$ cat src/rtl/i2c_target_regbank.sv
// I2C target exposing a byte-wide register bank at a fixed 7-bit address.
// Filtered SCL/SDA drive a single bit-level FSM; the local side can also write the bank.
module i2c_target_regbank #(
    parameter logic [6:0] TargetAddr   = 7'h50,
    parameter int         NumRegs      = 16,
    parameter int         FilterCycles = 4,
    localparam int        AW           = $clog2(NumRegs)
) (
    input  logic                 clk_sys_i,
    input  logic                 rst_sys_ni,
    input  logic                 scl_i,
    input  logic                 sda_i,
    output logic                 scl_o,
    output logic                 scl_en_o,
    output logic                 sda_o,
    output logic                 sda_en_o,
    output logic [NumRegs*8-1:0] regs_o,
    input  logic                 loc_we_i,
    input  logic [AW-1:0]        loc_addr_i,
    input  logic [7:0]           loc_wdata_i,
    output logic                 wr_pulse_o,
    output logic [AW-1:0]        wr_addr_o,
    output logic                 busy_o
);

    localparam int CW = $clog2(FilterCycles + 1);

    typedef enum logic [3:0] {
        IDLE, ADDR, ADDR_ACK, PTR, PTR_ACK, WDATA, WDATA_ACK, RDATA, RDATA_ACK, IGNORE
    } state_e;

    // Index 0 carries SCL, index 1 carries SDA so both share identical latency.
    logic [1:0]    sync_q1, sync_q2, filt_q, filt_prev_q;
    logic [CW-1:0] cnt_q [2];

    state_e        state_q;
    logic [2:0]    bit_cnt_q;
    logic          ack_phase_q;
    logic          rw_q;
    logic [7:0]    shift_q;
    logic [AW-1:0] ptr_q;
    logic [7:0]    regs_q [NumRegs];

    logic scl_f, scl_p, sda_f, sda_p;
    logic scl_rise, scl_fall, start_det, stop_det;
    logic [7:0] rx_byte;

    assign scl_o    = 1'b0;
    assign scl_en_o = 1'b0;
    assign sda_o    = 1'b0;

    always_ff @(posedge clk_sys_i or negedge rst_sys_ni) begin
        if (!rst_sys_ni) begin
            sync_q1     <= 2'b11;
            sync_q2     <= 2'b11;
            filt_q      <= 2'b11;
            filt_prev_q <= 2'b11;
            cnt_q[0]    <= '0;
            cnt_q[1]    <= '0;
        end else begin
            sync_q1     <= {sda_i, scl_i};
            sync_q2     <= sync_q1;
            filt_prev_q <= filt_q;
            for (int i = 0; i < 2; i++) begin
                if (sync_q2[i] == filt_q[i]) begin
                    cnt_q[i] <= '0;
                end else if (cnt_q[i] == CW'(FilterCycles - 1)) begin
                    filt_q[i] <= sync_q2[i];
                    cnt_q[i]  <= '0;
                end else begin
                    cnt_q[i] <= cnt_q[i] + 1'b1;
                end
            end
        end
    end

    assign scl_f     = filt_q[0];
    assign scl_p     = filt_prev_q[0];
    assign sda_f     = filt_q[1];
    assign sda_p     = filt_prev_q[1];
    assign scl_rise  = scl_f & ~scl_p;
    assign scl_fall  = ~scl_f & scl_p;
    assign start_det = scl_f & scl_p & sda_p & ~sda_f;
    assign stop_det  = scl_f & scl_p & ~sda_p & sda_f;
    assign rx_byte   = {shift_q[6:0], sda_f};

    // ACK states use ack_phase_q: 0 = drive ACK on the next fall, 1 = ACK clock seen, leave on next fall.
    // Local writes come first so a same-cycle I2C write to the same register wins.
    always_ff @(posedge clk_sys_i or negedge rst_sys_ni) begin
        if (!rst_sys_ni) begin
            state_q     <= IDLE;
            bit_cnt_q   <= '0;
            ack_phase_q <= 1'b0;
            rw_q        <= 1'b0;
            shift_q     <= '0;
            ptr_q       <= '0;
            sda_en_o    <= 1'b0;
            wr_pulse_o  <= 1'b0;
            wr_addr_o   <= '0;
            busy_o      <= 1'b0;
            for (int i = 0; i < NumRegs; i++) regs_q[i] <= '0;
        end else begin
            wr_pulse_o <= 1'b0;
            if (loc_we_i) regs_q[loc_addr_i] <= loc_wdata_i;

            if (start_det) begin
                state_q     <= ADDR;
                bit_cnt_q   <= '0;
                ack_phase_q <= 1'b0;
                sda_en_o    <= 1'b0;
                busy_o      <= 1'b0;
            end else if (stop_det) begin
                state_q  <= IDLE;
                sda_en_o <= 1'b0;
                busy_o   <= 1'b0;
            end else begin
                case (state_q)
                    ADDR: if (scl_rise) begin
                        shift_q   <= rx_byte;
                        bit_cnt_q <= bit_cnt_q + 1'b1;
                        if (bit_cnt_q == 3'd7) begin
                            if (rx_byte[7:1] == TargetAddr) begin
                                state_q     <= ADDR_ACK;
                                rw_q        <= rx_byte[0];
                                ack_phase_q <= 1'b0;
                                busy_o      <= 1'b1;
                            end else begin
                                state_q <= IGNORE;
                            end
                        end
                    end
                    PTR, WDATA: if (scl_rise) begin
                        shift_q     <= rx_byte;
                        bit_cnt_q   <= bit_cnt_q + 1'b1;
                        if (bit_cnt_q == 3'd7) begin
                            ack_phase_q <= 1'b0;
                            if (state_q == PTR) begin
                                state_q <= PTR_ACK;
                                ptr_q   <= rx_byte[AW-1:0];
                            end else begin
                                state_q       <= WDATA_ACK;
                                regs_q[ptr_q] <= rx_byte;
                                wr_pulse_o    <= 1'b1;
                                wr_addr_o     <= ptr_q;
                                ptr_q         <= ptr_q + 1'b1;
                            end
                        end
                    end
                    ADDR_ACK, PTR_ACK, WDATA_ACK: begin
                        if (scl_rise) begin
                            ack_phase_q <= 1'b1;
                        end else if (scl_fall) begin
                            if (!ack_phase_q) begin
                                sda_en_o <= 1'b1;
                            end else begin
                                bit_cnt_q <= '0;
                                if (state_q == ADDR_ACK && rw_q) begin
                                    state_q  <= RDATA;
                                    shift_q  <= regs_q[ptr_q];
                                    sda_en_o <= ~regs_q[ptr_q][7];
                                end else begin
                                    state_q  <= (state_q == ADDR_ACK) ? PTR : WDATA;
                                    sda_en_o <= 1'b0;
                                end
                            end
                        end
                    end
                    RDATA: begin
                        if (scl_rise) begin
                            bit_cnt_q <= bit_cnt_q + 1'b1;
                            if (bit_cnt_q == 3'd7) begin
                                state_q     <= RDATA_ACK;
                                ack_phase_q <= 1'b0;
                                ptr_q       <= ptr_q + 1'b1;
                            end
                        end else if (scl_fall) begin
                            sda_en_o <= ~shift_q[6];
                            shift_q  <= {shift_q[6:0], 1'b0};
                        end
                    end
                    RDATA_ACK: begin
                        if (scl_rise) begin
                            if (sda_f) begin
                                state_q <= IGNORE;
                                busy_o  <= 1'b0;
                            end else begin
                                ack_phase_q <= 1'b1;
                            end
                        end else if (scl_fall) begin
                            if (!ack_phase_q) begin
                                sda_en_o <= 1'b0;
                            end else begin
                                state_q   <= RDATA;
                                bit_cnt_q <= '0;
                                shift_q   <= regs_q[ptr_q];
                                sda_en_o  <= ~regs_q[ptr_q][7];
                            end
                        end
                    end
                    default: ;
                endcase
            end
        end
    end

    for (genvar g = 0; g < NumRegs; g++) begin : g_regs
        assign regs_o[8*g +: 8] = regs_q[g];
    end

endmodule
$ cat config.mk
export PLATFORM = sky130hd
export DESIGN_NAME = i2c_target_regbank
export DESIGN_NICKNAME = d
export VERILOG_FILES = /design/src/rtl/i2c_target_regbank.sv
export SDC_FILE = /design/constraint.sdc
export NUM_CORES = 1
export LEC_CHECK = 0
export BUFFER_PORTS_ARGS = -buffer_cell sky130_fd_sc_hd__buf_2
export CORE_ASPECT_RATIO = 0.75
export CORE_MARGIN = 2
export CORE_UTILIZATION = 59
export CTS_BUF_LIST = sky130_fd_sc_hd__clkbuf_4 sky130_fd_sc_hd__clkbuf_8
export DETAILED_ROUTE_END_ITERATION = 12
export PLACE_DENSITY = 0.88
export SYNTH_ARGS = -nofsm -noshare
export SYNTH_HDL_FRONTEND = slang
export SYNTH_SLANG_ARGS = --single-unit
$ cat constraint.sdc
create_clock -name clk_sys_i -period 2.56 [get_ports clk_sys_i]
set_input_delay 0.128 -clock clk_sys_i [delete_from_list [all_inputs] [get_ports clk_sys_i]]
set_output_delay 0.128 -clock clk_sys_i [all_outputs]
set_load 0.03 [all_outputs]
## Word level (Yosys, flattened, before mapping)

Cells that the tools add are included.

- Output and inout bits: 138
- Latch bits: 0
- Input bits: 17
- ROM bits: 0
- Logic and storage cells: 249
- RAM bits: 0
- Memories: 0
- Register bits: 169

- Equality and inequality tests: 60
- Mux-type cells: 101
- Shift-type cells: 0
- Div/mod/pow operators: 0
- Reduce and logical (&&, ||, !) cells: 27
- $mul: 0
- Add/sub/neg operators: 4
- Magnitude comparators: 4
- Bitwise gates (word level): 20

Operators with widths:

| cell | count |
|---|---|
| $mux 128 | 7 |
| $bwmux 128 | 2 |
| $mux 4 | 21 |
| $mux 7 | 10 |
| $demux 8 s4 | 2 |
| $ne 4x4->1 const B | 16 |
| $mux 3 | 12 |
| $mux 1 | 34 |
| $bmux 8 s4 | 1 |
| $mux 8 | 4 |
| $ne 2x2->1 const B | 14 |
| $pmux 7 s4 | 1 |
| $reduce_and 13->1 | 2 |
| $reduce_and 6->1 | 4 |
| $pmux 4 s5 | 1 |
| $ne 3x3->1 const B | 6 |
| $eq 4x3->1 const B | 4 |
| $ne 3x1->1 const B | 5 |
| $ne 5x5->1 const B | 3 |
| $reduce_and 7->1 | 2 |
| $not 1->1 | 11 |
| $ge 5x5->1 const B | 2 |
| $lt 5x1->1 const B | 2 |
| $not 4->5 | 2 |
| other kinds (29) | 48 |

## Depth between registers and ports, before layout

Gate-level depths: netlist of run 1.

- Depth in word-level cells: 14
- Gate-level depth with buffers: 9
- Gate-level depth less buffers: 7

## Worst setup path before layout of run 1

OpenSTA, ideal clock, no wires.

- Path kind: reg-to-reg
- Start point: register ptr_q[1]
- End point: register regs_q (netlist bit regs_o[1])
- Setup slack: 0.350 ns
- Required time: 2.435 ns
- Clock period less this slack: 2.210 ns
- Arrival time: 2.086 ns
- Setup time: 0.125 ns
- Stages on the path, launching flop included: 8
- Buffers on the path: 3
- Cells stage by stage: dfrtp_1 -> buf_2 -> buf_2 -> buf_1 -> inv_1 -> ha_1 -> nand3_1 -> mux2_2

- Cells in the longest elaborated chain, start to end: 12
- Elaborated cells on any way between the ends: 13
- Classes of those cells: 2 x order compare; 9 x mux; 1 x bitwise; 1 x reduce/logical

RTL lines:

| item | RTL line | text |
|---|---|---|
| from (decl) | 41 | `logic [AW-1:0] ptr_q;` |
| from (signal assigned) | 139 | `ptr_q <= rx_byte[AW-1:0];` |
| from (signal assigned) | 145 | `ptr_q <= ptr_q + 1'b1;` |
| from (signal assigned) | 174 | `ptr_q <= ptr_q + 1'b1;` |
| $not 4->5 (implied by the code) (*) | 142 | `regs_q[ptr_q] <= rx_byte;` |
| $ge 5x5->1 (implied by the code) / $lt 5x1->1 (equally long branches) | 142 |  |
| $logic_and 1x1->1 (implied by the code) | 142 |  |
| $mux 8 (implied by the code) | 142 |  |
| $demux 8 s4 (*) | 142 |  |
| $bwmux 128 (*) | 142 |  |
| $mux 128 (*) | 137 | `if (state_q == PTR) begin` |
| $mux 128 (*) | 135 | `if (bit_cnt_q == 3'd7) begin` |
| $mux 128 (*) | 132 | `PTR, WDATA: if (scl_rise) begin` |
| $mux 128 (*) | 117 | `case (state_q)` |
| $mux 128 (*) | 112 | `end else if (stop_det) begin` |
| $mux 128 (*) | 106 | `if (start_det) begin` |
| to (signal, indexed assignment) | 104 | `if (loc_we_i) regs_q[loc_addr_i] <= loc_wdata_i;` |
| to (signal, indexed assignment) | 142 |  |
| to (decl) | 42 | `logic [7:0] regs_q [NumRegs];` |

Every way passes the cells marked *; elsewhere a longest branch is shown, timed or not.
A chain may end at the register's enable or synchronous reset.

## Final worst setup path of run 1

- Start point: register filt_prev_q[0]
- End point: register shift_q[3]

- Cells in the longest elaborated chain, start to end: 5
- Elaborated cells on any way between the ends: 18
- Classes of those cells: 7 x eq/ne; 10 x bitwise; 1 x reduce/logical

RTL lines:

| item | RTL line | text |
|---|---|---|
| from (decl) | 33 | `logic [1:0] sync_q1, sync_q2, filt_q, filt_prev_q;` |
| from (signal assigned) | 63 | `filt_prev_q <= filt_q;` |
| $and 1x1->1 | 83, 84 |  |
| $and 1x1->1 (on tied branches) (2 in series) | 84, 83 |  |
| $not 1->1 (no source line) | n/a |  |
| $reduce_and 13->1 (no source line) (*) | n/a |  |
| to (signal assigned) | 119 | `shift_q <= rx_byte;` |
| to (signal assigned) | 133 | `shift_q <= rx_byte;` |
| to (signal assigned) | 159 | `shift_q <= regs_q[ptr_q];` |
| to (decl) | 40 | `logic [7:0] shift_q;` |

Marked as above.

==> flow_metrics.tcl, run 1 <==
set metrics [dict create \
    period_minus_slack_ns 2.39 \
    vdd_drop_max_mv 0.552 \
    status "finished clean" \
    hold_ws_ns 0.164 \
    clk_pin_slew_ns 0.09 \
    clk_latency_ns 0.48 \
    clock_path_buffers 2 \
    antenna_left 0 \
    tns_ns 0 \
    path_delay_family "flip-flops" \
    drc 0 \
    antenna_found_initial 1 \
    netlist.area_leader.share_pct 40.5 \
    register_area_sq_um 4240 \
    cts_inserted_buffers 17 \
    max_slew_margin_pct 58.8 \
    vias 8022 \
    hold_class "primary input to flop" \
    grt_overflow 0 \
    initial_core_util_pct 59.6 \
    drv_slew 0 \
    worst_pin_slew_ns 0.614 \
    grt_use_total_pct 34.7 \
    worstHoldEndpoint "regs_o[125]$_DFF_PN0_" \
    synth.avg_cell_area_sq_um 12.4 \
    cp-start-kind "flop" \
    htreeDepth 4 \
    io_pins 155 \
    ys_top_cells_by_area "dfrtp_1 (41%), mux2_2 (25%), mux4_2 (7.3%), mux2i_1 (4.6%), dfstp_2 (2.1%)" \
    layout-drive-gt1-share_pct 53.0 \
    fin_crit_sh_pct 93.2 \
    grt_max_degree 63 \
    crit_path_top_delay_cell "dfstp_2" \
    crit_top_cell "inv_1" \
    drtIter0Drc 1160 \
    postCtsSetupRepairBufs 0 \
    clockRootBuffer "clkbuf_8" \
    viasPerCell 6.73 \
    max_cap_viol_count 0 \
    path_class "flop to flop" \
    worstRegToRegCells 8 \
    die_height_um 116 \
    cts.sinks 169 \
    hpwl_mm 21.1 \
    portBuffers 151 \
    core-area_sq_um 16700 \
    place_congestion 0.985 \
    r2r-end "shift_q[3]$_DFFE_PN0P_" \
    min-delay-start "loc_wdata_i[5]" \
    skew_ns 0.0137 \
    path_max_fanout 12 \
    arrival_ns 2.75 \
    synth_top_flop_cell "dfrtp_1" \
    hold_viol 0 \
    endpoint_kind "flop" \
    n_fill_cell 1155 \
    syn_area_sq_um 9940 \
    r2r_start "filt_prev_q[0]$_DFF_PN1_" \
    syn_to_final_growth_pct 15.9 \
    cts_tree "done" \
    p_leak_uw 0.00512 \
    powerDensity_nw_per_um2 1020 \
    reg2reg_slack_ns 0.17 \
    worstPathRequired_ns 2.92 \
    hold_depth 3 \
    multi_input_area_sq_um 5360 \
    die-area_sq_um 17900 \
    synth-seq-cells 169 \
    crit_chain "inv_1 -> ha_1 -> buf_4 -> inv_1 -> a21oi_1 -> nor3_1 -> o211a_1 -> mux2_2" \
    critPathMaxStageDelay_ns 0.55 \
    synth_warnings 0 \
    postSynthCellCount 802 \
    ys_seq_area_share_pct 42.7 \
    rsz0062_at_grt "no" \
    power_uw 11800 \
    final-setup-viol-count 0 \
    synth_edf_count 0 \
    wl_per_cell_um 25.3 \
    fp.dieW_um 154 \
    grt_pass1_wl_mm 46.3 \
    synth_cell_type_count 70 \
    path_buf_inv 3 \
    synth_top_area_cell "dfrtp_1" \
    wl_mm 30.2 \
    grt_pass1_vias 7943 \
    firstDrtPassIters 6 \
    rows 41 \
    max_freq_mhz 419 \
    fin_nets 994 \
    async_flop_share_pct 100 \
]
==> state kept, by name, summed over array words and instances (netlist names) <==
register	count
ack_phase_q	1
wr_pulse_o	1
cnt_q	6
sync_q2	2
filt_prev_q	2
sda_en_o	1
filt_q	2
sync_q1	2
rw_q	1
busy_o	1
bit_cnt_q	3
state_q	4
wr_addr_o	4
shift_q	7
ptr_q	4
regs_o	128
==> metal layers <==
| layer | routed length (um) | GRT usage (%) | up-vias | part of all wire [%] |
|---|---|---|---|---|
| met5 | 0 | 0 | - | 0 |
| met2 | 13300 | 52.3 | 613 | 44 |
| li1 | - | - | 3319 | - |
| met1 | 12100 | 47.8 | 4000 | 40 |
| met3 | 3780 | 10.4 | 90 | 13 |
| met4 | 998 | 14.4 | 0 | 3.3 |
==> metrics by stage <==
step | worst slack [ns] | area [sq um] | utilization (%) | cells
after floorplan | 0.350 | 9940 | - | 804
after global placement | 0.217 | 11100 | 66.6 | 1159
after detailed placement | 0.129 | 11100 | 66.6 | 1159
after CTS | 0.104 | 11500 | 69.0 | 1191
after global routing | 0.0676 | 11500 | 69.1 | 1192
final | 0.175 | 11500 | 69.1 | 1192
==> worst min-delay path: stages <==
cell     delay (ns)
buf_2          0.21
mux2i_1        0.16
o21ai_0        0.09
==> cells by family after synthesis <==
logic type                 synth area share [%]
muxes                                      37.3
AOI/OAI and AO/OA                          6.51
adders and majority gates                  1.39
xor gates and xnor gates                  0.264
buffers and inverters                      3.46
other                                    0.0377
and+or+nand+nor                            8.41
DFF                                        42.7
==> layout make-up <==
cell class	count	area share [%]
antenna	1	0.0217
clock buffer	21	2.35
clock inverter	8	0.869
inverter	11	0.359
multi-input combinational	560	46.6
sequential	169	36.8
tap	215	2.34
timing repair buffer	207	10.7
==> what timing repair did <==
action | CTS | global route
resized for setup | 0 | 1
endpoints found under the hold margin | 55 | 0
endpoints found under the setup margin | 0 | 7
hold buffers | 3 | 0
==> cells in the mapped netlist (all sizes together) (2+ instances only) <==
| master | n |
|---|---|
| or4b | 2 |
| nor3 | 12 |
| or3 | 8 |
| nor2 | 20 |
| nor2b | 10 |
| nand3b | 5 |
| a21oi | 12 |
| o2bb2ai | 2 |
| clkbuf | 34 |
| nor3b | 4 |
| o22ai | 3 |
| ha | 11 |
| buf | 30 |
| dfstp | 8 |
| nor4 | 2 |
| mux2 | 224 |
| a211oi | 5 |
| o21ai | 35 |
| nand2b | 9 |
| and3 | 7 |
| a31oi | 3 |
| a221oi | 3 |
| o21bai | 2 |
| a22o | 2 |
| mux4 | 32 |
| xnor2 | 2 |
| and2 | 4 |
| inv | 10 |
| dfrtp | 161 |
| nand3 | 25 |
| or4 | 2 |
| o221ai | 2 |
| o211a | 3 |
| nand2 | 33 |
| mux2i | 46 |
| a32oi | 7 |
==> how the worst max path moves through the flow <==
stage,from,end,slack [ns],depth (start not counted)
global placement,filt_q[0]$_DFFE_PN1P_,regs_o[107]$_DFF_PN0_,0.22,6
floorplan,ptr_q[1]$_DFFE_PN0P_,regs_o[1]$_DFF_PN0_,0.35,7
detailed placement,bit_cnt_q[0]$_DFFE_PN0P_,regs_o[108]$_DFF_PN0_,0.13,7
global route,filt_prev_q[0]$_DFF_PN1_,shift_q[6]$_DFFE_PN0P_,0.07,8
CTS,bit_cnt_q[0]$_DFFE_PN0P_,regs_o[110]$_DFF_PN0_,0.10,7
finish,filt_prev_q[0]$_DFF_PN1_,shift_q[3]$_DFFE_PN0P_,0.17,8
==> cells in the final DEF (no fill, tap or decap), types with 6 or more instances in the layout <==
master	instances
a32oi_1	7
ha_1	11
o21ai_0	32
mux4_2	32
nand3_1	16
nand2_1	33
nand3_2	9
clkbuf_8	18
or3_1	8
mux2i_1	46
buf_4	50
nor2b_1	10
mux2_2	223
buf_2	150
a21oi_1	12
and3_1	6
nor2_1	18
nor3_1	11
dfstp_2	8
dfrtp_1	160
inv_1	9
nand2b_1	9
==> power breakdown <==
part / switching [uW] / internal [uW] / leakage (uW)
Combinational: 3480 / 2390 / 0.00287
Sequential: 648 / 3370 / 0.00206
Clock: 983 / 906 / 0.000192
Note: power is estimated with default switching activity, not from simulation.
==> run 2, diff against run 1 <==
Settings changed: PLACE_DENSITY 0.88 to 0.95.
==> flow_metrics.tcl, run 2 (synthesis gave the netlist of run 1 again) <==
set metrics [dict create \
    layout-drive-gt1-share_pct 52.7 \
    cts.repair.resized 0 \
    skew_ns 0.0121 \
    io_pins 155 \
    tns_ns 0 \
    rsz0062_at_grt "no" \
    fin_crit_sh_pct 96.1 \
    p_clk_share_pct 16.5 \
    hold_ws_ns 0.0445 \
    worstPathRequired_ns 2.91 \
    cts.sinks 169 \
    antenna_found_initial 2 \
    wl_met1_mm 11.5 \
    clock_path_buffers 2 \
    vias 8053 \
    die_height_um 116 \
    p_leak_uw 0.00510 \
    path_class "flop to flop" \
    fp.dieW_um 154 \
    wl_met2_mm 13.7 \
    grt_pass1_vias 8072 \
    worst_pin_slew_ns 0.689 \
    clockRootBuffer "clkbuf_8" \
    syn_to_final_growth_pct 15.6 \
    cts_inserted_buffers 17 \
    arrival_ns 2.82 \
    hold_viol 0 \
    initial_core_util_pct 59.6 \
    endpoint "regs_o[110]$_DFF_PN0_" \
    status "finished clean" \
    core-area_sq_um 16700 \
    hpwl_mm 21.2 \
    grt_max_degree 103 \
    clk_latency_ns 0.47 \
    period_minus_slack_ns 2.46 \
    largest_reg_flops 128 \
    switching_share_pct 43.7 \
    grt_pass1_wl_mm 47.1 \
    n_fill_cell 1128 \
    place_congestion 0.984 \
    antenna_left 0 \
    final_util_pct 68.9 \
    fin_nets 987 \
    endpoint_kind "flop" \
    grt_use_total_pct 35.1 \
    die-area_sq_um 17900 \
    seq_power_share_pct 34.3 \
    grt_overflow 0 \
    max_slew_margin_pct 53.8 \
    powerDensity_nw_per_um2 1030 \
    drv_slew 0 \
    placed_area_sq_um 11100 \
    wl_per_cell_um 25.4 \
    fin_area_sq_um 11500 \
    viasPerCell 6.77 \
    r2r-end "regs_o[110]$_DFF_PN0_" \
    rows 41 \
    p_switching_uw 5190 \
    portBuffers 151 \
    final_common_cell "mux2_2" \
    clk_pin_slew_ns 0.09 \
    drtIter0Drc 1059 \
    reg2reg_slack_ns 0.1 \
    wl_met3_mm 3.91 \
    wl_mm 30.2 \
    internal_power_uw 6670 \
    firstDrtPassIters 6 \
    worstRegToRegCells 7 \
    power_uw 11900 \
    topRoutingLayerUsed "met4" \
    vdd_drop_max_mv 0.543 \
    layout_common_cells "mux2_2 (223), dfrtp_1 (160), buf_2 (150), mux2i_1 (46), buf_4 (43)" \
    hold_class "primary input to asynchronous set/reset pin" \
    cp-start-kind "flop" \
    drc 0 \
    final-setup-viol-count 0 \
    cts_tree "done" \
    max_freq_mhz 406 \
    p_comb_share_pct 49.3 \
    max_cap_viol_count 0 \
    path_max_fanout 13 \
    r2r_start "bit_cnt_q[0]$_DFFE_PN0P_" \
    crit_start "bit_cnt_q[0]$_DFFE_PN0P_" \
    htreeDepth 4 \
]
run 2: worst min path at each step:
stage | slack (ns) | from | end | cells after the start
after CTS | 0.04 | rst_sys_ni | state_q[3]$_DFFE_PN0P_ | 2
after floorplan | -0.17 | rst_sys_ni | ack_phase_q$_DFFE_PN0P_ | 0
after global placement | -0.04 | rst_sys_ni | state_q[0]$_DFFE_PN0P_ | 1
after detailed placement | -0.04 | rst_sys_ni | state_q[3]$_DFFE_PN0P_ | 1
final | 0.04 | rst_sys_ni | state_q[0]$_DFFE_PN0P_ | 2
after global routing | 0.05 | rst_sys_ni | state_q[0]$_DFFE_PN0P_ | 2
run 2: final cells by class:
type	count	area, sq um	area share [%]
multi-input cells	560	5360	46.7
clock inverters	11	121	1.06
well taps	215	269	2.34
flip-flops and latches	169	4240	36.9
repair buffers	200	1170	10.2
clock buffers	21	270	2.35
diodes	2	5.00	0.0436
inverters	11	41.3	0.360
run 2: power by group through the flow:
| stage | Clock (uW) | Sequential, uW | Combinational (uW) |
|---|---|---|---|
| 2_1_floorplan | 0 | 4810 | 3130 |
| 3_3_place_gp | 0 | 4020 | 5530 |
| 3_5_place_dp | 0 | 4060 | 5690 |
| 4_1_cts | 1950 | 4020 | 5730 |
| 5_1_grt | 2080 | 4130 | 6160 |
| 6_report | 1950 | 4060 | 5840 |
run 2: per-layer routing:
layer	vias to the layer above	GRT usage [%]
li1	3309	-
met1	3972	46.5
met2	664	54.9
met3	108	10.6
met4	0	14.8
met5	-	0
run 2: worst max-delay path: stages, from the launching register on:
cell     delay [ns]
dfrtp_1        0.38
ha_1           0.15
ha_1           0.21
nand2_1        0.14
a211o_1        0.32
inv_2          0.23
and3_1         0.51
mux2_2         0.39
run 2: metrics by stage:
stage,worst slack (ns),instances
2_1_floorplan,0.350,804
3_3_place_gp,0.222,1152
3_5_place_dp,0.161,1152
4_1_cts,0.135,1187
5_1_grt,0.0221,1188
6_report,0.0992,1189
run 2: repair_timing:
action / in CTS / in global routing
buffers inserted: 0 / 0
hold buffers: 3 / 0
hold endpoints to repair: 167 / 0
setup endpoints to repair: 0 / 0
==> run 3, diff against run 2 <==
Settings changed: SETUP_SLACK_MARGIN from default to 0.3.
==> flow_metrics.tcl, run 3 (synthesis gave the netlist of run 1 again) <==
set metrics [dict create \
    hpwl_mm 21.2 \
    worst_pin_slew_ns 0.982 \
    internal_power_uw 6840 \
    place_congestion 0.984 \
    htreeDepth 4 \
    placed_area_sq_um 11100 \
    register_area_sq_um 4240 \
    vias 8214 \
    max_cap_viol_count 0 \
    syn_to_final_growth_pct 17.9 \
    multi_input_area_sq_um 5480 \
    grt_pass1_vias 8100 \
    clk_pin_slew_ns 0.09 \
    hold_ws_ns 0.0476 \
    period_minus_slack_ns 2.34 \
    io_pins 155 \
    drv_slew 0 \
    rows 41 \
    switching_share_pct 43.8 \
    n_fill_cell 1078 \
    p_leak_uw 0.00516 \
    fin_nets 997 \
    wl_mm 31.4 \
    largest_reg_flops 128 \
    antenna_found_initial 2 \
    tns_ns 0 \
    layout_common_cells "mux2_2 (221), dfrtp_1 (158), buf_2 (150), buf_4 (50), mux2i_1 (46)" \
    cts_inserted_buffers 17 \
    max_slew_margin_pct 34.4 \
    cp-start-kind "flop" \
    final-setup-viol-count 0 \
    core-area_sq_um 16700 \
    path_max_fanout 6 \
    hold_class "primary input to asynchronous set/reset pin" \
    max_freq_mhz 427 \
    cts.sinks 169 \
    power_uw 12200 \
    hold_viol 0 \
    drc 0 \
    worstPathRequired_ns 2.97 \
    clk_latency_ns 0.47 \
    arrival_ns 2.75 \
    rsz0062_at_grt "yes" \
    final_common_cell "mux2_2" \
    grt_max_degree 103 \
    grt_pass1_wl_mm 47.3 \
    path_class "flop to flop" \
    layout-drive-gt1-share_pct 55.3 \
    grt_use_total_pct 35.2 \
    p_comb_share_pct 50.6 \
    wl_per_cell_um 26.2 \
    initial_core_util_pct 59.6 \
    endpoint_kind "flop" \
    grt_overflow 0 \
    fin_crit_sh_pct 91.5 \
    portBuffers 151 \
    status "finished clean" \
    die-area_sq_um 17900 \
    p_clk_share_pct 16.1 \
    viasPerCell 6.86 \
    fin_area_sq_um 11700 \
    die_height_um 116 \
    final_cells 1198 \
    vdd_drop_max_mv 0.544 \
    seq_power_share_pct 33.3 \
    powerDensity_nw_per_um2 1040 \
    skew_ns 0.0109 \
    p_switching_uw 5330 \
    dp.cells 1152 \
    cts_tree "done" \
    clockRootBuffer "clkbuf_8" \
    antenna_left 0 \
    clock_path_buffers 2 \
    drtIter0Drc 1195 \
    firstDrtPassIters 5 \
    fp.dieW_um 154 \
]
-- run 3: changes by cell type in the layout (fill, tap and decap cells not counted), sizes merged --
cell      before  now
buf          197  206
clkbuf        21   22
clkinv         6    7
clkinvlp       2    3
diode          2    1
inv           12   10
-- run 3: worst max-delay path, stage by stage (launching register included) --
cell,delay [ns]
dfrtp_1,0.47
or4b_4,0.62
o21ai_1,0.46
a32oi_1,0.38
nand3_1,0.19
mux2_2,0.16
-- run 3: timing repair --
action	CTS	global route
endpoints found under the setup margin	85	104
hold buffers	3	0
endpoints found under the hold margin	167	0
setup buffers	3	6
gates resized for setup	10	23
pin swaps	3	8
gates cloned	0	1
-- run 3: metal layers --
metal	up-vias	global-route usage, %	share of wire, %
met4	2	15.5	3.8
met2	667	55.2	45
met3	137	10.4	14
met5	-	0	0.032
li1	3327	-	-
met1	4081	46.5	37
-- run 3: stage by stage --
stage	setup WS (ns)	utilization, %
floorplan	0.350	-
global placement	0.222	66.3
detailed placement	0.161	66.3
CTS	0.265	69.1
global route	0.175	70.3
finish	0.217	70.3
-- run 3: worst paths after layout --
kind / slack, ns / cells past startpoint / to / from
worst max-delay path: 0.22 / 5 / shift_q[3]$_DFFE_PN0P_ / state_q[2]$_DFFE_PN0P_
worst min-delay path: 0.05 / 2 / state_q[0]$_DFFE_PN0P_ / rst_sys_ni
worst max register to register: 0.22 / 5 / shift_q[3]$_DFFE_PN0P_ / state_q[2]$_DFFE_PN0P_
worst min register to register: 0.36 / 0 / sync_q2[1]$_DFF_PN1_ / sync_q1[1]$_DFF_PN1_
max in group asynchronous: 1.59 / 3 / regs_o[122]$_DFF_PN0_ / rst_sys_ni
min in group clk_sys_i: 0.17 / 3 / regs_o[126]$_DFF_PN0_ / loc_wdata_i[6]
-- run 3: cell type report --
class / count / share of cell area [%]
well taps: 215 / 2.30
repair buffers: 210 / 11.0
multi-input cells: 560 / 46.7
flip-flops and latches: 169 / 36.2
clock inverters: 11 / 1.04
inverters: 11 / 0.427
clock buffers: 21 / 2.31
diodes: 1 / 0.0214
-- run 3: power groups by stage --
stage / sequential, uW / combinational, uW / clock [uW]
finish: 4060 / 6150 / 1960
floorplan: 4810 / 3130 / 0
global placement: 4020 / 5530 / 0
CTS: 4010 / 5800 / 1950
global route: 4120 / 6460 / 2080
detailed placement: 4060 / 5690 / 0
